**config.mk**
```make
export PLATFORM = sky130hd
export DESIGN_NAME = beat_click_generator
export DESIGN_NICKNAME = d
export VERILOG_FILES = /design/src/rtl/beat_click_generator.sv
export SDC_FILE = /design/constraint.sdc
export NUM_CORES = 1
export LEC_CHECK = 0
export BUFFER_PORTS_ARGS = -buffer_cell sky130_fd_sc_hd__buf_4
export CORE_UTILIZATION = 57
export DETAILED_ROUTE_END_ITERATION = 16
export GPL_ROUTABILITY_DRIVEN = 0
export PLACE_DENSITY_LB_ADDON = 0.05
export SYNTH_ARGS = -nofsm -noshare
export SYNTH_HDL_FRONTEND = slang
export SYNTH_SLANG_ARGS = --single-unit
```
**constraint.sdc**
```tcl
create_clock -name clk -period 4.8 [get_ports clk]
set_clock_uncertainty 0.05 [all_clocks]
set_input_delay 0.24 -clock clk [delete_from_list [all_inputs] [get_ports clk]]
set_output_delay 0.24 -clock clk [all_outputs]
set_load 0.05 [all_outputs]
```
**src/rtl/beat_click_generator.sv**
```systemverilog
// Metronome: tempo divider, beat scheduler and decaying square-wave click.
// Optional BEAT_ACCENT_EN gives the downbeat a full-scale click.
module beat_click_generator #(
    parameter int W             = 16,
    parameter int SAMPLE_FREQ   = 12000,
    parameter int CLICK_MS      = 20,
    parameter int MIN_BPM       = 30,
    parameter int MAX_BPM       = 300,
    parameter int BEATS_PER_BAR = 4
) (
    input  logic                clk,
    input  logic                reset,
    input  logic                sample_tick,
    input  logic [15:0]         bpm_in,
    input  logic                bpm_valid,
    output logic                bpm_ready,
    output logic                beat_pulse,
    output logic [3:0]          beat_count,
    output logic signed [W-1:0] click_sample,
    output logic                running
);
    localparam int CLICK_SAMPLES = SAMPLE_FREQ * CLICK_MS / 1000;
    localparam int KW = $clog2(CLICK_SAMPLES + 1);
    localparam logic [31:0] DIVIDEND = 32'(60 * SAMPLE_FREQ);
    localparam logic [W-1:0] AMP_LO = W'(1) << (W - 2);
`ifdef BEAT_ACCENT_EN
    localparam logic [W-1:0] AMP_HI = {1'b0, {(W - 1){1'b1}}};
`endif

    typedef enum logic [1:0] {DIV_IDLE, DIV_BUSY, DIV_PEND} div_t;
    typedef enum logic {STOPPED, RUNNING} main_t;

    div_t           div_q, div_d;
    main_t          main_q, main_d;
    logic           s1_q, s2_q, s3_q;
    logic [31:0]    dq_q, dq_d;
    logic [15:0]    rem_q, rem_d;
    logic [15:0]    dsr_q, dsr_d;
    logic [4:0]     dcnt_q, dcnt_d;
    logic [31:0]    res_q, res_d;
    logic [31:0]    ival_q, ival_d;
    logic [31:0]    scnt_q, scnt_d;
    logic [3:0]     nxt_q, nxt_d;
    logic [3:0]     bcnt_q, bcnt_d;
    logic           beat_q, beat_d;
    logic [W-1:0]   env_q, env_d;
    logic [W-1:0]   smp_q, smp_d;
    logic [KW-1:0]  kcnt_q, kcnt_d;
    logic           act_q, act_d;

    logic           tick, accept, stop, load, start, beat, commit;
    logic [15:0]    bpm_c;
    logic [16:0]    rem_sh;
    logic           ge;
    logic [15:0]    rem_n;
    logic [31:0]    dq_n;
    logic [31:0]    iv;
    logic [W-1:0]   amp, env_dec;
    logic [KW-1:0]  kn;

    assign tick   = s2_q & ~s3_q;
    assign accept = bpm_valid & bpm_ready;
    assign stop   = accept & (bpm_in == 16'd0);
    assign load   = accept & (bpm_in != 16'd0);
    assign start  = (main_q == STOPPED) & (div_q == DIV_PEND);
    assign beat   = (main_q == RUNNING) & tick & (scnt_q == 32'd0) & ~stop;
    assign commit = start | (beat & (div_q == DIV_PEND));
    assign iv     = commit ? res_q : ival_q;

    assign bpm_c = (bpm_in < 16'(MIN_BPM)) ? 16'(MIN_BPM) :
                   (bpm_in > 16'(MAX_BPM)) ? 16'(MAX_BPM) : bpm_in;

    // One restoring step: shift in the next dividend bit, subtract if it fits.
    assign rem_sh = {rem_q, dq_q[31]};
    assign ge     = rem_sh >= {1'b0, dsr_q};
    assign rem_n  = ge ? 16'(rem_sh - {1'b0, dsr_q}) : rem_sh[15:0];
    assign dq_n   = {dq_q[30:0], ge};

    assign env_dec = env_q - (env_q >> 4);
    assign kn      = kcnt_q + KW'(1);

`ifdef BEAT_ACCENT_EN
    assign amp = (nxt_q == 4'd0) ? AMP_HI : AMP_LO;
`else
    assign amp = AMP_LO;
`endif

    always_comb begin
        div_d  = div_q;
        main_d = main_q;
        dq_d   = dq_q;
        rem_d  = rem_q;
        dsr_d  = dsr_q;
        dcnt_d = dcnt_q;
        res_d  = res_q;
        ival_d = ival_q;
        scnt_d = scnt_q;
        nxt_d  = nxt_q;
        bcnt_d = bcnt_q;
        beat_d = beat;
        env_d  = env_q;
        smp_d  = smp_q;
        kcnt_d = kcnt_q;
        act_d  = act_q;

        unique case (div_q)
            DIV_IDLE: if (load) begin
                div_d  = DIV_BUSY;
                dq_d   = DIVIDEND;
                rem_d  = '0;
                dsr_d  = bpm_c;
                dcnt_d = '0;
            end
            DIV_BUSY: begin
                dq_d   = dq_n;
                rem_d  = rem_n;
                dcnt_d = dcnt_q + 5'd1;
                if (dcnt_q == 5'd31) begin
                    div_d = DIV_PEND;
                    res_d = dq_n;
                end
            end
            DIV_PEND: if (commit) begin
                div_d  = DIV_IDLE;
                ival_d = res_q;
            end
            default: div_d = DIV_IDLE;
        endcase

        if (stop) begin
            main_d = STOPPED;
            scnt_d = '0;
            nxt_d  = '0;
            bcnt_d = '0;
            env_d  = '0;
            smp_d  = '0;
            kcnt_d = '0;
            act_d  = 1'b0;
        end else begin
            unique case (main_q)
                STOPPED: if (start) begin
                    main_d = RUNNING;
                    scnt_d = '0;
                    nxt_d  = '0;
                    bcnt_d = '0;
                end
                RUNNING: if (tick) begin
                    scnt_d = (scnt_q + 32'd1 >= iv) ? 32'd0 : scnt_q + 32'd1;
                    if (beat) begin
                        bcnt_d = nxt_q;
                        nxt_d  = (nxt_q == 4'(BEATS_PER_BAR - 1)) ? 4'd0 : nxt_q + 4'd1;
                        env_d  = amp;
                        smp_d  = amp;
                        kcnt_d = '0;
                        act_d  = 1'b1;
                    end else if (act_q) begin
                        if (kn < KW'(CLICK_SAMPLES)) begin
                            env_d  = env_dec;
                            smp_d  = kn[2] ? ({W{1'b0}} - env_dec) : env_dec;
                            kcnt_d = kn;
                        end else begin
                            env_d  = '0;
                            smp_d  = '0;
                            kcnt_d = '0;
                            act_d  = 1'b0;
                        end
                    end
                end
                default: main_d = STOPPED;
            endcase
        end
    end

    always_ff @(posedge clk or negedge reset) begin
        if (!reset) begin
            div_q  <= DIV_IDLE;
            main_q <= STOPPED;
            s1_q   <= 1'b0;
            s2_q   <= 1'b0;
            s3_q   <= 1'b0;
            dq_q   <= '0;
            rem_q  <= '0;
            dsr_q  <= '0;
            dcnt_q <= '0;
            res_q  <= '0;
            ival_q <= '0;
            scnt_q <= '0;
            nxt_q  <= '0;
            bcnt_q <= '0;
            beat_q <= 1'b0;
            env_q  <= '0;
            smp_q  <= '0;
            kcnt_q <= '0;
            act_q  <= 1'b0;
        end else begin
            div_q  <= div_d;
            main_q <= main_d;
            s1_q   <= sample_tick;
            s2_q   <= s1_q;
            s3_q   <= s2_q;
            dq_q   <= dq_d;
            rem_q  <= rem_d;
            dsr_q  <= dsr_d;
            dcnt_q <= dcnt_d;
            res_q  <= res_d;
            ival_q <= ival_d;
            scnt_q <= scnt_d;
            nxt_q  <= nxt_d;
            bcnt_q <= bcnt_d;
            beat_q <= beat_d;
            env_q  <= env_d;
            smp_q  <= smp_d;
            kcnt_q <= kcnt_d;
            act_q  <= act_d;
        end
    end

    assign bpm_ready    = (div_q == DIV_IDLE);
    assign running      = (main_q == RUNNING);
    assign beat_pulse   = beat_q;
    assign beat_count   = bcnt_q;
    assign click_sample = $signed(smp_q);
endmodule

```
Word level (Yosys, flattened, before mapping). Index checks and enable logic that the tools add are counted.

$add $sub $neg: 7. $lt $le $gt $ge: 5. Equal/unequal tests: 10. Muxes and demuxes: 57. Bitwise operators: 13. Reductions and logical operators: 16.

Operator list (count): $mux W16 (17); $mux W32 (6); $pmux W32 S2 (2); $mux W8 (6); $add A32 B1 Y32 const B (1); $ge A32 B32 Y1 (1); $logic_not A32 Y1 (1); $mux W4 (8); $pmux W16 S2 (1); $ge A17 B16 Y1 (1); $gt A16 B9 Y1 const B (1); $logic_not A16 Y1 (1); $lt A16 B5 Y1 const B (1); $pmux W4 S2 (2); $reduce_bool A16 Y1 (1); $sub A1 B16 Y16 const A (1); $sub A16 B12 Y16 (1); $sub A16 B16 Y16 (1); $pmux W5 S2 (1); $reduce_and A2 Y1 (5); $and A1 B1 Y1 (9); $mux W1 (9); $reduce_and A3 Y1 (3); $add A8 B1 Y8 const B (1); other kinds (19) (27).

Flip-flop bits (word level): 221. Output and inout bits: 23. Word-level logic and storage cells: 127.

Logic depth before layout (Yosys ltp). Gate-level depths: netlist of run 1.

Depth in word-level cells: 13. Gate-level depth with buffers: 23.

Worst setup path before layout of run 1. No wires, ideal clock.

Path kind: reg-to-reg. Start point: reg scnt_q[0]. End point: reg scnt_q[25]. Arrival time: 4.515 ns. Data required time: 4.668 ns. Path slack: 0.153 ns. Stages on the path, launching flop included: 23. Path buffers: 4. Period minus slack after synthesis: 4.647 ns. Path through: dfrtp_1 > inv_1 > ha_1 > nor4b_1 > nand4_1 > nor4_1 > nand2b_1 > nand2b_1 > clkbuf_1 > clkbuf_1 > mux2_2 > ha_1 > nand2b_1 > a21o_1 > a21o_1 > a211oi_1 > o21a_1 > o211ai_1 > a21oi_1 > buf_2 > buf_2 > o21ai_0 > a31oi_1.

Cells in the longest elaborated chain, start to end: 11. Elaborated cells on any way between the ends: 12. Those cells by class: 1 x add/sub; 1 x order compare; 5 x mux; 4 x bitwise; 1 x reduce/logical.

RTL lines: from (decl) (line 42) `logic [31:0] scnt_q, scnt_d;`; from (signal assigned) (line 207) `scnt_q <= scnt_d;`; $logic_not A32 Y1 (line 66) `assign beat = (main_q == RUNNING) & tick & (scnt_q == 32'd0) & ~stop;`; $and A1 B1 Y1 (2 in a row) (line 66); $and A1 B1 Y1 (line 67) `assign commit = start | (beat & (div_q == DIV_PEND));`; $or A1 B1 Y1 (line 67); $mux W32; net iv[0] (line 57) `logic [31:0] iv;`; $ge A32 B32 Y1 (line 148) `scnt_d = (scnt_q + 32'd1 >= iv) ? 32'd0 : scnt_q + 32'd1;`; $mux W32 (line 148); $mux W32 (line 147) `RUNNING: if (tick) begin`; $pmux W32 S2 (line 140) `unique case (main_q)`; $mux W32 (line 130) `if (stop) begin`.

The timed path passes the listed nets, and every way through them passes these cells. The select of a mux whose other input is x is not followed. A chain may end at the register's enable or synchronous reset.

Worst setup path after layout of run 1.
Start point: reg scnt_q[0]. End point: reg scnt_q[6].

Cells in the longest elaborated chain, start to end: 11. Elaborated cells on any way between the ends: 12. Those cells by class: 1 x add/sub; 1 x order compare; 5 x mux; 4 x bitwise; 1 x reduce/logical.

RTL lines (line): branches (longest 7 deep; another with $add A32 B1 Y32); $mux W32 * (148); $mux W32 * (147); $pmux W32 S2 * (140); $mux W32 * (130).

Mark *: on every way between the ends. The select of a mux whose other input is x is not followed.

==> metrics.md, run 1 <==
| Metric | Value |
|---|---|
| Clock-pin slew on the worst setup and hold paths | `0.06 ns` |
| Ys Warns | `0` |
| Total wire length | `26400 um` |
| Clock Tree Buf Depth | `3` |
| CP startpoint kind | `flop` |
| Critical R2R Capture | `scnt_q[6]` |
| Clock Latency Late Sink | `0.52 ns` |
| Max-slew headroom | `0.241` |
| Gate count of the mapped netlist | `1256` |
| Core ar. | `0.0205 mm^2` |
| Critical-path top delay cell | `nor4b_4` |
| DR vias/cell | `5.74` |
| H-tree levels | `1` |
| Fill count | `1649` |
| Hold path depth | `3` |
| Antenna-violating nets left | `0` |
| Tightest Pin Transition | `1.14 ns` |
| Buffer count from post-CTS setup fixing | `0` |
| Crit path time final | `4.54 ns` |
| First-pass GRT wire length | `44300 um` |
| Setup CP Type | `flop to flop` |
| Crit end category | `flop` |
| Critical Path Most Common Cell | `and3_1` |
| Hold path start | `bpm_in[8]` |
| Initial core utilization | `0.589` |
| FF-to-FF path depth | `17` |
| WHS Endpoint | `dsr_q[8]` |
| Avg Inst Size Synth | `9.61 um^2` |
| Area grow syn2layout | `13.3%` |
| Vias in the first global route | `8890` |
| Final Cycle Share | `0.946` |
| Mean routed wirelength per cell | `16.7 um` |
| Status | `complete, no violations` |
| CTS tree | `done` |
| Grt ovf | `0` |
| Total number of vias | `9088` |
| Max Cap Violations | `0` |
| Clock Sinks | `220` |
| Die Wd | `148 um` |
| Worst-path cell chain | `ha_1 > and3_1 > nand3_1 > nor4b_4 > and3_1 > and3_1 > nand3_1 > xnor2_1 > ha_1 > nand4_1 > nor4_2 > o211ai_1 > a21oi_1 > a21oi_4 > buf_12 > a41oi_1 > a31oi_1` |
| Post-synth EDFFs | `0` |
| Die area | `0.0218 mm^2` |
| Crit path buffers/inverters | `1` |
| Largest net degree at the start of global routing | `130` |
| Async set-reset flop share out of synthesis | `1.00` |
| Final Power | `9.13 mW` |
| Synth cell types | `69` |
| Family with the most delay on the worst path | `simple AND/OR/NAND/NOR gates` |
| Slew Limit Fails | `0` |
| Ant diodes | `0` |
| Share of layout cells above drive strength 1 | `0.144` |
| Nets@finish | `1383` |
| Initial antenna violation count | `0` |
| Crit Path Max Fanout | `28` |
| GRT Overall Usage | `0.250` |
| Pwr dens | `667 mW/mm^2` |
| Seq/Total Area, Yosys | `0.456` |
| Syn Std Cell Area | `0.0121 mm^2` |
| Drt first pass iters | `5` |
| CP max stage delay | `0.44 ns` |
| Peak Freq | `220 MHz` |
| Final setup fails | `0` |
| Top_reg_cell synth | `dfrtp_1` |
| Setup TNS | `0 ns` |
| Final hold slack | `0.0787 ns` |
| Die height | `148 um` |
| Hold Vio Cnt, Final | `0` |
| Num rows | `52` |
| IO Pins | `43` |
| WP data arrival | `4.88 ns` |
| Worst r2r src | `scnt_q[0]` |
| Clock root buffer | `clkbuf_16` |
| Total CTS buffers | `24` |
| Hold WC Path Type | `input port to flop` |
| Static leakage | `6.31 nW` |
| Mapped Nets | `1345` |
| Synthesized flop and latch total | `220` |
| DP HPWL | `18200 um` |
| CP required | `5.14 ns` |
| R2r setup slk | `0.26 ns` |
| Initial DRC Count | `592` |
| Maximum VDD drop | `0.448 mV` |
| Number of port buffers | `42` |
| DR DRC count | `0` |
## where the power goes
part | total, mW | internal, mW | switching [mW]
registers | 2.91 | 2.48 | 0.435
logic | 4.31 | 1.79 | 2.52
clock network | 1.90 | 1.14 | 0.759
total | 9.13 | 5.41 | 3.72
## placed cells by master, fill, tap and decap left out, drive strengths merged, types with 3 or more instances in the layout
cell type	instances
dfrtp	220
nand2	147
o21ai	108
nor2	87
inv	78
ha	67
mux2	64
buf	61
a21oi	59
clkbuf	37
xor2	36
nand3	32
a31oi	31
xnor2	30
nand2b	21
a21o	19
a22o	18
and3	17
nand4	14
nor4	13
nor3	12
mux2i	11
dlygate4sd3	10
nor2b	10
a211oi	10
and2	8
o31ai	8
o21a	7
or4	6
and4	6
or2	4
o21bai	4
a41oi	4
nand3b	4
a32oi	4
a21boi	4
clkinv	4
or3	3
o211ai	3
## layer usage
layer	track usage	wire, um	up-vias
li1	-	-	4494
met1	0.340	12000	4397
met2	0.426	12900	154
met3	0.0269	852	43
met4	0.0701	697	0
met5	0	0	-
## final cells by class
cell class / count / area, um^2 / share of cell area
timing repair buffer: 72 / 603 / 0.0441
tap: 270 / 338 / 0.0247
clock buffer: 36 / 716 / 0.0523
inverter: 77 / 289 / 0.0211
clock inverter: 8 / 114 / 0.00833
multi-input combinational: 899 / 6110 / 0.447
sequential: 220 / 5510 / 0.403
## cells in the mapped netlist (2+ instances only)
master     number  area (um^2)
and2_1          8         50.1
a22o_1         18          158
nand4_1        14         87.6
a211oi_1        8         60.1
ha_1           67          838
mux2_2         64          721
fa_1            2         40.0
clkbuf_1       50          188
a31oi_1        31          194
o21bai_1        4         30.0
a22oi_1         2         15.0
o2bb2ai_1       2         17.5
nand2_1       147          552
nor2b_1        10         62.6
a21boi_0        2         15.0
nand2b_1       21          131
or4_1           6         45.0
nor3_1         11         55.1
a21oi_1        59          295
a41oi_1         4         35.0
o31ai_1         8         60.1
or2_2           4         25.0
and3_1         16          100
nand3b_1        4         30.0
dfrtp_1       220         5510
o2111ai_1       2         17.5
nand3_1        32          160
xor2_1         36          315
xnor2_1        30          263
a21o_1         19          143
mux2i_1        11          110
buf_2           8         40.0
inv_1          77          289
o211ai_1        3         22.5
o21ai_1         2         10.0
o21a_1          7         52.6
nor4_1         13         81.3
and4_1          5         43.8
o21ai_0       106          531
nor2_1         87          327
a211oi_2        2         25.0
a32oi_1         4         35.0
or3_1           3         18.8
a21boi_1        2         15.0
## through the flow
stage / worst slack [ns] / area (um^2) / std cells / utilization
2_1_floorplan: 0.153 / 12100 / 1256 / -
4_1_cts: 0.217 / 13600 / 1581 / 0.664
3_3_place_gp: 0.286 / 12700 / 1527 / 0.619
3_5_place_dp: 0.260 / 12700 / 1527 / 0.619
5_1_grt: -0.0234 / 13700 / 1582 / 0.667
6_report: 0.259 / 13700 / 1582 / 0.667
## repair_timing
action / 4_1_cts / 5_1_grt
gates resized for setup: 0 / 6
endpoints found under the setup margin: 0 / 31
hold buffers: 10 / 0
endpoints found under the hold margin: 135 / 0
## worst max path at each step
| stage | from | end | slack, ns | depth (start not counted) |
|---|---|---|---|---|
| after floorplan | scnt_q[0] | scnt_q[25] | 0.15 | 22 |
| after global placement | scnt_q[0] | scnt_q[27] | 0.29 | 17 |
| after detailed placement | scnt_q[0] | scnt_q[6] | 0.26 | 17 |
| after CTS | scnt_q[0] | scnt_q[6] | 0.22 | 17 |
| after global routing | scnt_q[0] | scnt_q[12] | -0.02 | 22 |
| final | scnt_q[0] | scnt_q[6] | 0.26 | 17 |
## worst reg2reg max path: stages (launching register included)
cell      delay [ns]
dfrtp_1         0.38
ha_1            0.23
and3_1          0.28
nand3_1         0.29
nor4b_4         0.44
and3_1          0.27
and3_1          0.31
nand3_1         0.20
xnor2_1         0.17
ha_1            0.30
nand4_1         0.16
nor4_2          0.36
o211ai_1        0.14
a21oi_1         0.23
a21oi_4         0.12
buf_12          0.18
a41oi_1         0.23
a31oi_1         0.06
## cell families after synthesis
group                      synth area share
AOI/OAI and AO/OA                     0.156
xor gates and xnor gates             0.0479
adders and majority gates            0.0727
buffers and inverters                0.0437
DFF                                   0.456
muxes                                0.0688
and+or+nand+nor                       0.155
## sequential cells by signal, summed over array words and instances (netlist names), 8 cells and up
| signal | count |
|---|---|
| dq_q | 32 |
| dsr_q | 16 |
| env_q | 16 |
| scnt_q | 32 |
| ival_q | 32 |
| click_sample | 15 |
| kcnt_q | 8 |
| res_q | 32 |
| rem_q | 16 |
Power figures use the tool's default switching activity.
==> inputs of run 2 (changes only) <==
CAP_MARGIN = 15   (was not set)
CORE_UTILIZATION = 30   (was 57)
==> run 2 against run 1 <==
The flow now finishes with violations (design-rule violations). Wire length increased by 17%. Clock-buffer cell count increased by 3. Register-to-register slack improved by 0.15 ns. Global-route usage decreased by 9.7 points. Combinational power increased by 1%. Total power increased by 6.9%. Clock power increased by 31%. Critical path type unchanged. Highest routed layer unchanged.
==> metrics.md, run 2 (synthesis gave the netlist of run 1 again) <==
| Metric | Value |
|---|---|
| Design Area, Final | `0.0143 mm^2` |
| Share of layout cells above drive strength 1 | `0.153` |
| Crit end category | `flop` |
| Nets@finish | `1391` |
| Placed Instances | `1785` |
| Tightest Pin Transition | `0.947 ns` |
| Hold WC Path Type | `input port to flop` |
| Die Wd | `203 um` |
| Critical-path top delay cell | `dfrtp_1` |
| Total wire length | `30800 um` |
| Worst-path cell chain | `ha_1 > and3_1 > nand3_2 > nor4b_4 > and3_1 > and3_1 > nand3_1 > xnor2_1 > ha_1 > nand4_1 > nor4_2 > o211ai_1 > a21oi_1 > a21oi_4 > buf_12 > a41oi_1 > a31oi_1` |
| Die area | `0.0411 mm^2` |
| Num rows | `73` |
| DR vias/cell | `4.86` |
| Hold Vio Cnt, Final | `0` |
| Final worst slack | `0.411 ns` |
| First-pass GRT wire length | `50600 um` |
| Commonest non-fill, non-tap cell in the layout | `dfrtp_1` |
| GR met3 Demand/Resource | `0.0213` |
| Pwr dens | `683 mW/mm^2` |
| Critical Path Most Common Cell | `and3_1` |
| Grt met2 use | `0.246` |
| Crit path buffers/inverters | `1` |
| DP HPWL | `20700 um` |
| Family with the most delay on the worst path | `simple AND/OR/NAND/NOR gates` |
| Fill count | `4021` |
| Met1 usage | `0.216` |
| IO Pins | `43` |
| Initial antenna violation count | `0` |
| Max-slew headroom | `0.369` |
| Layer with the highest usage | `met2` |
| Crit Path Max Fanout | `55` |
| Peak Freq | `228 MHz` |
| Mean routed wirelength per cell | `16.7 um` |
| WP data arrival | `4.77 ns` |
| Initial DRC Count | `353` |
| Placed Instance Area | `0.0130 mm^2` |
| R2r setup slk | `0.41 ns` |
| Final Cycle Share | `0.914` |
| Area grow syn2layout | `18.3%` |
| Clock Tree Buf Depth | `3` |
| Ant diodes | `0` |
| Final Power | `9.76 mW` |
| Largest net degree at the start of global routing | `115` |
| Clock Latency Late Sink | `0.57 ns` |
| CP max stage delay | `0.39 ns` |
| CP required | `5.18 ns` |
| Grt ovf | `0` |
| Total number of vias | `8979` |
| GRT Overall Usage | `0.153` |
| H-tree levels | `1` |
| Status | `finished with violations` |
| Die height | `203 um` |
| Number of port buffers | `42` |
| Total CTS buffers | `29` |
| Crit path time final | `4.39 ns` |
| Max Cap Violations | `0` |
| Antenna-violating nets left | `0` |
| Clock root buffer | `clkbuf_16` |
| DR DRC count | `2` |
| Buffer count from post-CTS setup fixing | `0` |
| Initial core utilization | `0.304` |
| Failing checks | `design-rule violations` |
| Placement Setup Slack | `0.217 ns` |
| Clock-pin slew on the worst setup and hold paths | `0.06 ns` |
| Final setup fails | `0` |
| Setup TNS | `0 ns` |
| Static leakage | `6.46 nW` |
| Maximum VDD drop | `0.292 mV` |
| Setup CP Type | `flop to flop` |
| CTS tree | `done` |
| Core ar. | `0.0397 mm^2` |
| CP startpoint kind | `flop` |
| Commonest cells after routing, fill and taps aside | `dfrtp_1, nand2_1, o21ai_0` |
| Slew Limit Fails | `0` |
| Drt first pass iters | `11` |
| Vias in the first global route | `8972` |
| Fin cells | `1849` |
| Clock Sinks | `220` |
run 2: cell count changes in the layout (fill, tap and decap cells not counted), sizes merged:
cell,previous run,this run
clkinvlp,1,0
dlygate4sd3,10,11
clkinv,4,6
buf,61,64
bufinv,2,7
clkbuf,37,39
run 2: worst reg2reg max path, cell delays in order, from the launching register on:
cell	delay [ns]
dfrtp_1	0.39
ha_1	0.24
and3_1	0.30
nand3_2	0.21
nor4b_4	0.38
and3_1	0.27
and3_1	0.29
nand3_1	0.18
xnor2_1	0.18
ha_1	0.30
nand4_1	0.14
nor4_2	0.33
o211ai_1	0.14
a21oi_1	0.23
a21oi_4	0.09
buf_12	0.20
a41oi_1	0.25
a31oi_1	0.06
run 2: cell type report:
cell class	instances	area (um^2)	share of cell area
inverter	77	289	0.0202
clock buffer	39	833	0.0583
clock inverter	14	264	0.0185
multi-input combinational	899	6120	0.428
tap	525	657	0.0460
timing repair buffer	75	623	0.0436
sequential	220	5510	0.385
run 2: worst paths after layout:
kind,cells after the start,to,start
max in group asynchronous,3,scnt_q[4],reset
setup reg to reg,17,scnt_q[27],scnt_q[0]
min in group asynchronous,2,dsr_q[11],reset
setup / recovery,17,scnt_q[27],scnt_q[0]
hold / removal,4,dsr_q[8],bpm_in[14]
hold reg to reg,0,s2_q,s1_q
run 2: routing by layer:
layer / vias to the layer above / part of all wire / wire length [um]
met5: - / 0 / 0
met4: 0 / 0.017 / 527
met3: 36 / 0.030 / 935
met2: 115 / 0.46 / 14100
met1: 4315 / 0.50 / 15200
li1: 4513 / - / -
run 2: stage by stage:
stage	utilization	hold slack, ns
2_1_floorplan	-	-0.106
3_3_place_gp	0.328	0.297
3_5_place_dp	0.328	0.298
4_1_cts	0.359	0.0875
5_1_grt	0.360	0.198
6_report	0.360	0.128
run 2: repair_timing:
action	4_1_cts	5_1_grt
endpoints found under the hold margin	123	0
gates resized for setup	0	6
setup endpoints to repair	0	30
hold buffers	11	0
run 2: report_power, final:
part	switching, mW	total, mW	internal, mW
clock network	0.884	2.48	1.59
logic	2.57	4.36	1.79
registers	0.443	2.92	2.48
total	3.89	9.76	5.86
==> inputs of run 3 (changes only) <==
CAP_MARGIN = 40   (was 15)
CORE_ASPECT_RATIO = 1.4   (was not set)
==> run 3 against run 2 <==
The flow now finishes without violations. Total power down 2.7%. Worst setup slack better by 0.015 ns. Register-to-register slack about the same. Core utilization up 0.10 points. Sequential cell count unchanged. Die area about the same. Largest cell class unchanged. Highest routed layer unchanged.
==> metrics.md, run 3 (synthesis gave the netlist of run 1 again) <==
| Metric | Value |
|---|---|
| Total number of vias | `9100` |
| Hold WC Path Type | `input port to flop` |
| First-pass GRT wire length | `52500 um` |
| Num rows | `86` |
| Crit end category | `flop` |
| Sw frac | `0.413` |
| Placed Instances | `1808` |
| Total wire length | `32300 um` |
| Die area | `0.0411 mm^2` |
| Final worst slack | `0.425 ns` |
| Die Wd | `172 um` |
| Die height | `239 um` |
| Peak Freq | `229 MHz` |
| Final setup fails | `0` |
| Final hold slack | `0.0190 ns` |
| Fill count | `4088` |
| Clock Latency Late Sink | `0.56 ns` |
| Clock root buffer | `clkbuf_16` |
| Antenna-violating nets left | `0` |
| Clock-pin slew on the worst setup and hold paths | `0.06 ns` |
| Clock Tree Buf Depth | `3` |
| DR DRC count | `0` |
| Clock Sinks | `220` |
| Drt first pass iters | `4` |
| Setup TNS | `0 ns` |
| IO Pins | `43` |
| Comb pwr share | `0.468` |
| Status | `complete, no violations` |
| Slew Limit Fails | `0` |
| Placement Setup Slack | `0.188 ns` |
| Hold Vio Cnt, Final | `0` |
| CP startpoint kind | `flop` |
| CP required | `5.22 ns` |
| Crit. Startpoint | `scnt_q[0]` |
| Total CTS buffers | `27` |
| GRT Overall Usage | `0.164` |
| Seq pwr share | `0.307` |
| Area taken by multi-input logic gates | `0.00610 mm^2` |
| Setup CP Type | `flop to flop` |
| Tightest Pin Transition | `0.967 ns` |
| Hold path depth | `3` |
| FF/Latch Area | `0.00551 mm^2` |
| Pwr dens | `666 mW/mm^2` |
| Crit path time final | `4.37 ns` |
| Worst r2r src | `scnt_q[0]` |
| Initial core utilization | `0.306` |
| Switching power total | `3.92 mW` |
| Share of layout cells above drive strength 1 | `0.161` |
| WP data arrival | `4.79 ns` |
| Fin cells | `1866` |
| Number of port buffers | `42` |
| Initial DRC Count | `443` |
| DR vias/cell | `4.88` |
| FF-to-FF path depth | `21` |
| Static leakage | `6.45 nW` |
| Core ar. | `0.0395 mm^2` |
| Ant diodes | `0` |
| CTS tree | `done` |
| Max-slew headroom | `0.355` |
| Crit Path Max Fanout | `31` |
| Area grow syn2layout | `17.9%` |
| Commonest cells after routing, fill and taps aside | `dfrtp_1, nand2_1, o21ai_0` |
| Clock share of power | `0.225` |
| Mean routed wirelength per cell | `17.3 um` |
| Nets@finish | `1408` |
| Hold path start | `bpm_in[8]` |
| Largest net degree at the start of global routing | `115` |
| Initial antenna violation count | `0` |
| Vias in the first global route | `9412` |
| RSZ-0062 raised after global routing | `no` |
| Maximum VDD drop | `0.300 mV` |
| Max Cap Violations | `0` |
| Int Power | `5.57 mW` |
| DP HPWL | `22800 um` |
| Final core utilization | `0.361` |
| Commonest non-fill, non-tap cell in the layout | `dfrtp_1` |
| H-tree levels | `1` |
| Grt ovf | `0` |
| Final Cycle Share | `0.911` |
==> run 3: worst max-delay path: stages (launching register included) <==
cell and delay (ns):
dfrtp_1 0.41, inv_1 0.10, ha_1 0.14, nor4b_2 0.23
nand4_1 0.14, nor4_2 0.28, buf_4 0.16, nand2b_1 0.13
nand2b_1 0.13, buf_4 0.19, mux2_2 0.29, ha_1 0.27
nand2b_1 0.15, a21o_1 0.18, a21o_1 0.17, a211oi_1 0.23
o21a_1 0.15, o211ai_1 0.14, a21oi_4 0.26, buf_12 0.21
a41oi_1 0.13, a31oi_1 0.15
==> run 3: stage by stage <==
stage	area, um^2	total power, mW
final	14200	9.49
after global routing	14200	10.3
after CTS	14200	9.70
after detailed placement	13200	7.49
after global placement	13200	7.46
after floorplan	12100	6.20
==> run 3: power groups by stage <==
| stage | clock [mW] | combinational (mW) | sequential, mW |
|---|---|---|---|
| finish | 2.13 | 4.45 | 2.91 |
| global route | 2.29 | 5.04 | 3.01 |
| CTS | 2.22 | 4.55 | 2.93 |
| detailed placement | 0 | 4.52 | 2.96 |
| global placement | 0 | 4.50 | 2.96 |
| floorplan | 0 | 3.16 | 3.03 |
==> run 3: path summary, 6_finish.rpt <==
check,endpoint,slack (ns)
max,scnt_q[27],0.43
min,dsr_q[8],0.02
max reg2reg,scnt_q[27],0.43
min reg2reg,s2_q,0.30
max in group asynchronous,res_q[29],3.16
min in group asynchronous,rem_q[4],0.26
==> run 3: per-layer routing <==
metal,GRT usage,vias up,routed length [um]
met5,0,-,0
met4,0.0457,0,658
met3,0.0177,40,939
met2,0.302,122,17000
met1,0.198,4400,13700
li1,-,4538,-
==> run 3: timing repair <==
action,CTS,global route
hold endpoints to repair,120,0
setup endpoints to repair,0,32
buffers inserted,0,0
hold buffers,10,0
gates resized for setup,0,3
==> run 3: layout make-up <==
| cell class | instances | area share |
|---|---|---|
| clock buffers | 37 | 0.0550 |
| flip-flops and latches | 220 | 0.387 |
| repair buffers | 94 | 0.0536 |
| well taps | 528 | 0.0464 |
| clock inverters | 11 | 0.0100 |
| inverters | 77 | 0.0203 |
| multi-input cells | 899 | 0.428 |
